<file path="src/rtl/maze_move_controller.sv">
// Maze move controller: 2-flop key/start sync, IDLE/PLAY/WIN/LOSE FSM, one-cycle move pulse 2 cycles after key edge.
// No backpressure (edges during cooldown are dropped); `MAZE_TIMER_EN adds o_time_left and the LOSE timeout.
module maze_move_controller #(
   parameter int COOLDOWN_CYCLES = 4,
   parameter int CLOCK_FREQ      = 50000000,
   parameter int TIME_LIMIT      = 60
) (
   input  logic        i_clock,
   input  logic        i_reset,
   input  logic        i_start_btn,
   input  logic [3:0]  i_keys,
   input  logic        i_at_end,
   output logic [3:0]  o_player_direction,
   output logic        o_at_start,
   output logic        o_stop_player,
   output logic [15:0] o_move_count,
   output logic [1:0]  o_state_code
`ifdef MAZE_TIMER_EN
   ,
   output logic [7:0]  o_time_left
`endif
);
   localparam int CW = (COOLDOWN_CYCLES < 1) ? 1 : $clog2(COOLDOWN_CYCLES + 1);

   typedef enum logic [1:0] {
      S_IDLE = 2'b00,
      S_PLAY = 2'b01,
      S_WIN  = 2'b10,
      S_LOSE = 2'b11
   } state_t;

   state_t        r_state;
   state_t        w_next;
   logic [3:0]    r_key_s1, r_key_s2, r_key_s3;
   logic          r_start_s1, r_start_s2, r_start_s3;
   logic          r_at_end;
   logic [CW-1:0] r_cooldown;
   logic [3:0]    r_dir;
   logic          r_at_start;
   logic          r_stop;
   logic [15:0]   r_count;
   logic [3:0]    w_key_edge;
   logic          w_start_edge;
   logic          w_one_edge;
   logic          w_issue;
   logic          w_game_start;

   always_ff @(posedge i_clock or posedge i_reset) begin
      if (i_reset) begin
         r_key_s1   <= 4'b0000;
         r_key_s2   <= 4'b0000;
         r_key_s3   <= 4'b0000;
         r_start_s1 <= 1'b0;
         r_start_s2 <= 1'b0;
         r_start_s3 <= 1'b0;
         r_at_end   <= 1'b0;
      end else begin
         r_key_s1   <= i_keys;
         r_key_s2   <= r_key_s1;
         r_key_s3   <= r_key_s2;
         r_start_s1 <= i_start_btn;
         r_start_s2 <= r_start_s1;
         r_start_s3 <= r_start_s2;
         r_at_end   <= i_at_end;
      end
   end

   assign w_key_edge   = r_key_s2 & ~r_key_s3;
   assign w_start_edge = r_start_s2 & ~r_start_s3;
   // Exactly one bit set: non-zero and clearing the lowest set bit leaves nothing.
   assign w_one_edge   = (w_key_edge != 4'b0000) && ((w_key_edge & (w_key_edge - 4'd1)) == 4'b0000);

`ifdef MAZE_TIMER_EN
   localparam int PW = (CLOCK_FREQ < 2) ? 1 : $clog2(CLOCK_FREQ);

   logic [PW-1:0] r_prescale;
   logic [7:0]    r_time_left;
   logic          w_tick;
   logic          w_timeout;

   assign w_tick    = (r_prescale == PW'(CLOCK_FREQ - 1));
   // Timeout fires in the cycle whose tick takes the counter to zero.
   assign w_timeout = (r_time_left == 8'd0) || (w_tick && (r_time_left == 8'd1));

   always_ff @(posedge i_clock or posedge i_reset) begin
      if (i_reset) begin
         r_prescale  <= '0;
         r_time_left <= 8'd0;
      end else if (w_game_start) begin
         r_prescale  <= '0;
         r_time_left <= TIME_LIMIT[7:0];
      end else if (r_state == S_PLAY) begin
         if (w_tick) begin
            r_prescale <= '0;
            if (r_time_left != 8'd0) r_time_left <= r_time_left - 8'd1;
         end else begin
            r_prescale <= r_prescale + PW'(1);
         end
      end
   end

   assign o_time_left = r_time_left;
`else
   logic w_unused_cfg;
   assign w_unused_cfg = ^{CLOCK_FREQ, TIME_LIMIT};
`endif

   always_ff @(posedge i_clock or posedge i_reset) begin
      if (i_reset) r_state <= S_IDLE;
      else         r_state <= w_next;
   end

   always_comb begin
      w_next = r_state;
      case (r_state)
         S_IDLE: if (w_start_edge) w_next = S_PLAY;
         S_PLAY: begin
            if (r_at_end) w_next = S_WIN;
`ifdef MAZE_TIMER_EN
            else if (w_timeout) w_next = S_LOSE;
`endif
         end
         default: if (w_start_edge) w_next = S_IDLE;
      endcase
   end

   assign w_game_start = (r_state == S_IDLE) && (w_next == S_PLAY);
   assign w_issue      = (r_state == S_PLAY) && (w_next == S_PLAY) &&
                         (r_cooldown == '0) && w_one_edge;

   always_ff @(posedge i_clock or posedge i_reset) begin
      if (i_reset) begin
         r_dir      <= 4'b0000;
         r_at_start <= 1'b1;
         r_stop     <= 1'b1;
         r_count    <= 16'd0;
         r_cooldown <= '0;
      end else begin
         r_dir      <= w_issue ? w_key_edge : 4'b0000;
         r_at_start <= (w_next == S_IDLE);
         r_stop     <= (w_next != S_PLAY);
         if (w_issue)                r_cooldown <= CW'(COOLDOWN_CYCLES);
         else if (r_cooldown != '0)  r_cooldown <= r_cooldown - CW'(1);
         if (w_game_start)                        r_count <= 16'd0;
         else if (w_issue && r_count != 16'hFFFF) r_count <= r_count + 16'd1;
      end
   end

   assign o_player_direction = r_dir;
   assign o_at_start         = r_at_start;
   assign o_stop_player      = r_stop;
   assign o_move_count       = r_count;
   assign o_state_code       = r_state;
endmodule

</file>
<file path="config.mk">
export PLATFORM = sky130hd
export DESIGN_NAME = maze_move_controller
export DESIGN_NICKNAME = d
export VERILOG_FILES = /design/src/rtl/maze_move_controller.sv
export SDC_FILE = /design/constraint.sdc
export NUM_CORES = 1
export LEC_CHECK = 0
export ABC_AREA = 0
export BUFFER_PORTS_ARGS = -buffer_cell sky130_fd_sc_hd__buf_2
export CAP_MARGIN = 40
export CORE_MARGIN = 2
export CORE_UTILIZATION = 45
export CTS_BUF_LIST = sky130_fd_sc_hd__clkbuf_4 sky130_fd_sc_hd__clkbuf_8
export DETAILED_ROUTE_END_ITERATION = 10
export PLACE_DENSITY = 0.76
export SETUP_SLACK_MARGIN = 0.15
export SLEW_MARGIN = 40
export SYNTH_ARGS = -nofsm -noshare
export SYNTH_HDL_FRONTEND = slang
export SYNTH_SLANG_ARGS = --single-unit
</file>
<file path="constraint.sdc">
create_clock -name i_clock -period 3.3 [get_ports i_clock]
set_input_delay 0.495 -clock i_clock [delete_from_list [all_inputs] [get_ports i_clock]]
set_output_delay 0.495 -clock i_clock [all_outputs]
set_load 0.01 [all_outputs]
</file>
; After elaboration in Yosys (flattened, before gate mapping)
; Index checks and enable logic that the tools add are counted.
; Widths: inputs -> output; s select.
[totals]
regBits = 43
input_bits = 8
out_inout_bits = 24
word_cells = 48
[classes]
add_sub_neg = 3
n_eq_ne = 4
n_mux = 9
bitwise_logic = 5
reduce_logical = 14
[ops]
columns = operator, n
row1 = $mux 16, 2
row2 = $add 16x1->16 const B, 1
row3 = $ne 16x16->1 const B, 1
row4 = $and 4x4->4, 2
row5 = $logic_and 1x1->1, 6
row6 = $mux 2, 3
row7 = $mux 3, 2
row8 = $eq 2x1->1 const B, 2
row9 = $logic_not 2->1, 2
row10 = $logic_not 4->1, 1
row11 = $mux 4, 1
row12 = $not 4->4, 1
row13 = $pmux 2 s2, 1
row14 = $reduce_bool 2->1, 2
row15 = $reduce_bool 4->1, 1
row16 = $sub 4x1->4 const B, 1
row17 = $logic_not 3->1, 1
row18 = $reduce_bool 3->1, 1
row19 = $sub 3x1->3 const B, 1
row20 = $ne 2x1->1 const B, 1
row21 = $and 1x1->1, 1
row22 = $not 1->1, 1

; Longest topological paths before layout
; Gate-level depths: netlist of run 1.
[logic_depth]
depth_word = 11
mapped_depth = 10
depth_no_buf = 8

; Worst setup path before layout of run 1
; OpenSTA, ideal clock, no wires.
[synth_timing]
path_kind = register to register
from = register r_cooldown[0]
to = register r_count[5], in the netlist o_move_count[5]
t_arrival_ns = 1.890
required_ns = 3.164
path_slack_ns = 1.274
path_stages_with_launch = 11
n_path_buf = 2
period_less_slack_ns = 2.026
path_cell_list = dfrtp_1 > inv_1 > ha_1 > and4bb_1 > o21ai_2 > a211oi_4 > nand2_4 > buf_6 > buf_2 > o31ai_1 > a21oi_1
[synth_between]
elab_chain_len = 5
[synth_lines]
columns = element, line
row1 = from (decl), 37  ; logic [CW-1:0] r_cooldown;
row2 = from (signal assigned), 142  ; if (w_issue) r_cooldown <= CW'(COOLDOWN_CYCLES);
row3 = from (signal assigned), 143  ; else if (r_cooldown != '0) r_cooldown <= r_cooldown - CW'(1);
row4 = $logic_not 3->1, 129  ; (r_cooldown == '0) && w_one_edge;
row5 = $logic_and 1x1->1, 128  ; assign w_issue = (r_state == S_PLAY) && (w_next == S_PLAY) &&
row6 = $logic_and 1x1->1, 129
row7 = $logic_and 1x1->1, 145  ; else if (w_issue && r_count != 16'hFFFF) r_count <= r_count + 16'd1;
row8 = $reduce_bool 2->1 (no line), -
row9 = to (signal assigned), 145
row10 = to (decl), 41  ; logic [15:0] r_count;
; No other way between the ends.
; A chain may end at the register's enable or synchronous reset.

; Worst setup path after layout of run 1
[layout_timing]
from = register r_cooldown[0]
to = register r_count[11], in the netlist o_move_count[11]
; The elaborated chain is that of the path after synthesis.

==> metrics.md, run 1 <==
| Metric | Value |
|---|---|
| Syn Area/Cell | `11.3 um^2` |
| YS warnings | `0` |
| Core area | `3940 um^2` |
| Die extent in y | `67.6 um` |
| IO Port Bufs | `31` |
| RSZ-0062 raised after global routing | `false` |
| Yosys top cell area share | `0.564` |
| P&R area growth vs syn | `17.7%` |
| Area leader, netlist | `dfrtp_1` |
| Hold Violations, Final | `0` |
| Hold Path Stages | `1` |
| Crit path DAT | `2530 ps` |
| Pre-antenna DRT Iters | `4` |
| Overall Power | `1.28 mW` |
| Sum of negative setup slack | `0 ps` |
| Synth Register Bits | `43` |
| Xor and xnor area share after synthesis | `0.0144` |
| Max VDD drop | `0.437 mV` |
| Drt drc | `0` |
| Period utilisation layout | `0.698` |
| Most frequent cells in the layout | `41 x dfrtp_1, 31 x buf_2, 13 x nand2_1` |
| Inserted Clock Buffers | `5` |
| Post-Synth Adder-Cell Area | `0.0206` |
| Final Max Tran Viols | `0` |
| All-Layer GR Usage | `0.161` |
| DR WL met3 | `137 um` |
| CP max FO | `25` |
| Post-detail-place hpwl | `2230 um` |
| Resized cells post-CTS | `0` |
| Most common cell after layout, fill and taps aside | `dfrtp_1` |
| Vias in the first global route | `1237` |
| Clock Latency Late Sink | `300 ps` |
| Metal-1 WL | `1440 um` |
| Remaining Overflow, GRT | `0` |
| Number of antenna violations at the first check in global routing | `0` |
| Highest Clock Rate | `0.434 GHz` |
| Hold_ws | `299 ps` |
| Reg-to-reg endpoint | `o_move_count[11]` |
| Filler cell count | `329` |
| Mux cell area share after synthesis | `0.0227` |
| R2R depth | `8` |
| Leak pwr | `1.01 nW` |
| Critical Path Sink Type | `register` |
| Largest net degree at the start of global routing | `44` |
| Setup crit start kind | `register` |
| Mapped Nets | `172` |
| Reg2reg setup slack | `1000 ps` |
| Metal2 WL | `1620 um` |
| Largest family of logic cells by synthesized area | `simple AND/OR/NAND/NOR gates` |
| Max clock buf depth | `2` |
| Clk slew on worst S/H paths | `80 ps` |
| Via Count | `1367` |
| End point of the critical path | `o_move_count[11]` |
| Nets | `208` |
| CTS tree | `yes` |
| Synth area leaders | `dfrtp_1 56%, or4_1 3.7%, a21oi_1 3.0%` |
| Number of core rows | `23` |
| Antenna viol nets, final | `0` |
| Min cycle time layout | `2300 ps` |
| Post-Syn Instances | `161` |
| First-pass GRT wire length | `5350 um` |
| Clock skew | `3.36 ps` |
| Relative max-transition margin | `0.652` |
| Drt total wl | `3270 um` |
| H-tree lvl count | `2` |
| Final RePlAce weighted congestion | `0.774` |
| Die area | `4570 um^2` |
| Drt first-iter violations | `34` |
| # Max-Cap Violations | `0` |
| Complex-gate fraction of the synthesized area | `0.115` |
| Hold_buf cts | `0` |
| Final number of setup-violating endpoints | `0` |
| Library cells used by synthesis | `37` |
| # clock sinks | `43` |
| N_diodes | `0` |
| Power per cell area | `597 nW/um^2` |
| Die X | `67.6 um` |
| Top routing layer used | `met4` |
| Final non-filler cell area | `2140 um^2` |
| Worst Tran Pin Value | `522 ps` |
| CP required | `3530 ps` |
| Via/cell ratio | `5.51` |
| Root buffer cell | `clkbuf_8` |
| R2R Path Start | `r_cooldown[0]` |
| Post-DP Area | `2030 um^2` |
| Outcome | `finished, final reports clean` |
| Initial core utilization | `0.462` |
| Post-synthesis sequential area ratio | `0.592` |
| Simple-Gate Fraction of Synth Area | `0.211` |
| Ports | `32` |
| Mapped cell area | `1820 um^2` |
| Routed wire per std cell | `13.2 um` |
| Layout cell share with drive strength beyond 1 | `0.247` |
| Worst Setup SP | `r_cooldown[0]` |
| HP Class | `input port to register` |
| Post CTS Setup Buffer Count | `0` |
| Worst setup path class | `register to register` |
==> flip-flops by register name, indices dropped and copies added (netlist names) <==
signal and count:
r_start_s1 1, o_stop_player 1, r_key_s1 4, o_move_count 16
o_at_start 1, r_cooldown 3, r_start_s3 1, r_key_s3 4
r_start_s2 1, o_state_code 2, r_key_s2 4, r_at_end 1
o_player_direction 4
==> report_power, final <==
group	switching (mW)	total (mW)	leakage, nW	internal [mW]
Clock	0.182	0.407	0.0581	0.225
Combinational	0.121	0.228	0.408	0.107
Sequential	0.0506	0.644	0.546	0.593
Total	0.354	1.28	1.01	0.925
==> routing by layer <==
metal  global-route usage  up-vias
met1                0.188      683
met4               0.0842        0
met3               0.0500        6
met5                    0        -
li1                     -      653
met2                0.266       25
==> area by class of cell <==
cell class / instances / area [um^2] / share of cell area
Clock buffer: 5 / 68.8 / 0.0321
Inverter: 5 / 18.8 / 0.00876
Multi-Input combinational cell: 109 / 699 / 0.327
Sequential cell: 43 / 1080 / 0.504
Tap cell: 50 / 62.6 / 0.0292
Clock inverter: 3 / 43.8 / 0.0204
Timing Repair Buffer: 33 / 170 / 0.0794
==> synthesized netlist by cell type (all sizes together) <==
library cell	count
o211ai	3
mux2	1
a221oi	1
nor2	11
or3	4
o21ai	3
dfrtp	41
nand2	14
a31oi	1
a211o	1
clkbuf	2
a211oi	2
buf	2
nor3	2
nor2b	3
a21oi	11
o31ai	7
or2	2
o211a	1
or4	9
xor2	2
inv	5
and3	2
nand3	7
ha	3
nor4	2
mux2i	3
xnor2	1
and4bb	1
dfstp	2
nand3b	1
nand2b	6
nand4	5
==> metrics by stage <==
step / std cells / util / setup slack [ps]
floorplan: 161 / - / 1270
global placement: 240 / 0.515 / 1120
detailed placement: 240 / 0.515 / 1010
CTS: 248 / 0.543 / 986
global route: 248 / 0.543 / 847
finish: 248 / 0.543 / 996
==> worst min path at each step <==
| stage | start | endpoint |
|---|---|---|
| 6_report | i_keys[1] | r_key_s1[1] |
| 5_1_grt | i_keys[0] | r_key_s1[0] |
| 4_1_cts | i_keys[1] | r_key_s1[1] |
| 3_5_place_dp | r_key_s1[2] | r_key_s2[2] |
| 3_3_place_gp | r_key_s1[2] | r_key_s2[2] |
| 2_1_floorplan | r_key_s1[0] | r_key_s2[0] |
==> critical path, stage by stage, from the launching register on <==
cell	delay, ps
dfrtp_1	390
inv_1	90
ha_1	180
and4bb_1	220
o21ai_2	70
a211oi_4	350
nand2_4	230
or4_1	530
a21oi_1	160
==> logic make-up (layout without fill, tap and decap cells) <==
kind of cell,count (synthesis),in the layout
adders and majority gates,3,3
AOI/OAI and AO/OA,30,30
buffers and inverters,9,46
and+or+nand+nor,69,69
xor gates and xnor gates,3,3
muxes,4,4
DFF,43,43
(Power assumes the default switching activity.)
==> inputs of run 2 (changes only) <==
- PLACE_DENSITY: 0.76 -> 0.79
- clock period: 3.3 -> 1.95 ns (I/O delays scaled with it)
==> metrics.md, run 2 (same netlist as run 1, synthesis figures left out) <==
| Metric | Value |
|---|---|
| Root buffer cell | `clkbuf_8` |
| Antenna viol nets, final | `0` |
| Final Max Tran Viols | `0` |
| Worst Tran Pin Value | `409 ps` |
| Critical Path Sink Type | `register` |
| Inserted Clock Buffers | `5` |
| IO Port Bufs | `31` |
| Max clock buf depth | `2` |
| Die area | `4570 um^2` |
| Outcome | `finished with violations` |
| N_diodes | `0` |
| CP max FO | `7` |
| Initial core utilization | `0.462` |
| CP required | `2120 ps` |
| Number of core rows | `23` |
| Post-detail-place hpwl | `2730 um` |
| Storage cell area | `1080 um^2` |
| Worst Setup Slack, final | `-89.3 ps` |
| Final number of setup-violating endpoints | `7` |
| Ports | `32` |
| Crit path DAT | `2210 ps` |
| Via/cell ratio | `5.43` |
| RSZ-0062 raised after global routing | `true` |
| Drt drc | `0` |
| Clk slew on worst S/H paths | `80 ps` |
| Drt first-iter violations | `125` |
| Hold Violations, Final | `0` |
| Period utilisation layout | `1.05` |
| CTS tree | `yes` |
| Nets | `249` |
| Area of the multi-input gates | `821 um^2` |
| Power per cell area | `939 nW/um^2` |
| # clock sinks | `43` |
| Max reg flops | `16` |
| # Max-Cap Violations | `0` |
| Most frequent cells in the layout | `39 x dfrtp_1, 39 x buf_4, 31 x buf_2` |
| Routed wire per std cell | `15.5 um` |
| Final RePlAce weighted congestion | `0.818` |
| Remaining Overflow, GRT | `0` |
| Vias in the first global route | `1433` |
| Number of antenna violations at the first check in global routing | `0` |
| Worst setup path class | `register to register` |
| Drt total wl | `4490 um` |
| Filler cell count | `283` |
| HP Class | `input port to asynchronous set/reset pin` |
| Layout cell share with drive strength beyond 1 | `0.460` |
| Largest net degree at the start of global routing | `29` |
| Die extent in y | `67.6 um` |
| Die X | `67.6 um` |
| Highest Clock Rate | `0.490 GHz` |
| First-pass GRT wire length | `6520 um` |
| Leak pwr | `1.22 nW` |
| Overall Power | `2.42 mW` |
| Max VDD drop | `0.602 mV` |
| P&R area growth vs syn | `41.6%` |
| Via Count | `1568` |
| Clock Latency Late Sink | `300 ps` |
| Clock skew | `5.40 ps` |
| Core area | `3940 um^2` |
| H-tree lvl count | `2` |
| Pre-antenna DRT Iters | `4` |
| Setup crit start kind | `register` |
| Relative max-transition margin | `0.725` |
| Failing checks | `negative setup slack` |
| All-Layer GR Usage | `0.196` |
| Min cycle time layout | `2040 ps` |
| Dpl ws | `-48.5 ps` |
[run 2: report_power, final]
group / total, mW / switching (mW) / internal (mW)
Clock: 0.690 / 0.308 / 0.381
Sequential: 1.07 / 0.0589 / 1.01
Combinational: 0.666 / 0.320 / 0.346
[run 2: cell type report]
type                    instances  area share
well taps                      50      0.0243
inverters                       5     0.00728
flip-flops and latches         43       0.419
clock buffers                   5      0.0267
clock inverters                 3      0.0170
multi-input cells             110       0.318
repair buffers                 73       0.187
[run 2: per-layer routing]
metal / routed length (um) / up-vias / GRT usage
li1: - / 739 / -
met1: 1890 / 764 / 0.256
met2: 2270 / 55 / 0.311
met3: 228 / 10 / 0.0517
met4: 99 / 0 / 0.0765
met5: 0 / - / 0
[run 2: worst paths after layout]
check / end / from / slack (ps) / depth (start not counted)
max: o_move_count[7] / r_cooldown[1] / -90 / 10
min: o_move_count[11] / i_reset / 30 / 3
max reg2reg: o_move_count[7] / r_cooldown[1] / -90 / 10
min reg2reg: r_key_s2[1] / r_key_s1[1] / 350 / 0
max in group asynchronous: r_key_s3[1] / i_reset / 1370 / 4
min in group i_clock: r_start_s1 / i_start_btn / 100 / 1
[run 2: per-stage QoR]
stage | hold WS, ps | setup TNS [ps] | cell area, um^2 | cells | util
2_1_floorplan | 324 | -17.2 | 1830 | 161 | -
3_3_place_gp | 332 | 0 | 2260 | 270 | 0.573
3_5_place_dp | 336 | -89.7 | 2260 | 270 | 0.573
4_1_cts | 45.7 | -64.6 | 2410 | 279 | 0.610
5_1_grt | 75.7 | -1470 | 2580 | 289 | 0.654
6_report | 34.8 | -383 | 2580 | 289 | 0.654
[run 2: critical path, stage by stage, from the launching register on]
cell and delay, ps:
dfrtp_1 390, inv_2 90, ha_4 140, and4bb_1 200, o21ai_2 70, a211oi_4 160
buf_6 160, nand2_8 70, buf_4 150, o31ai_1 360, a21oi_2 120
[run 2: repair_timing]
action | in CTS | in global routing
resized for setup | 6 | 20
buffers inserted | 1 | 9
pin swaps | 1 | 6
hold buffers | 0 | 0
endpoints found under the setup margin | 15 | 18
cloned | 0 | 1
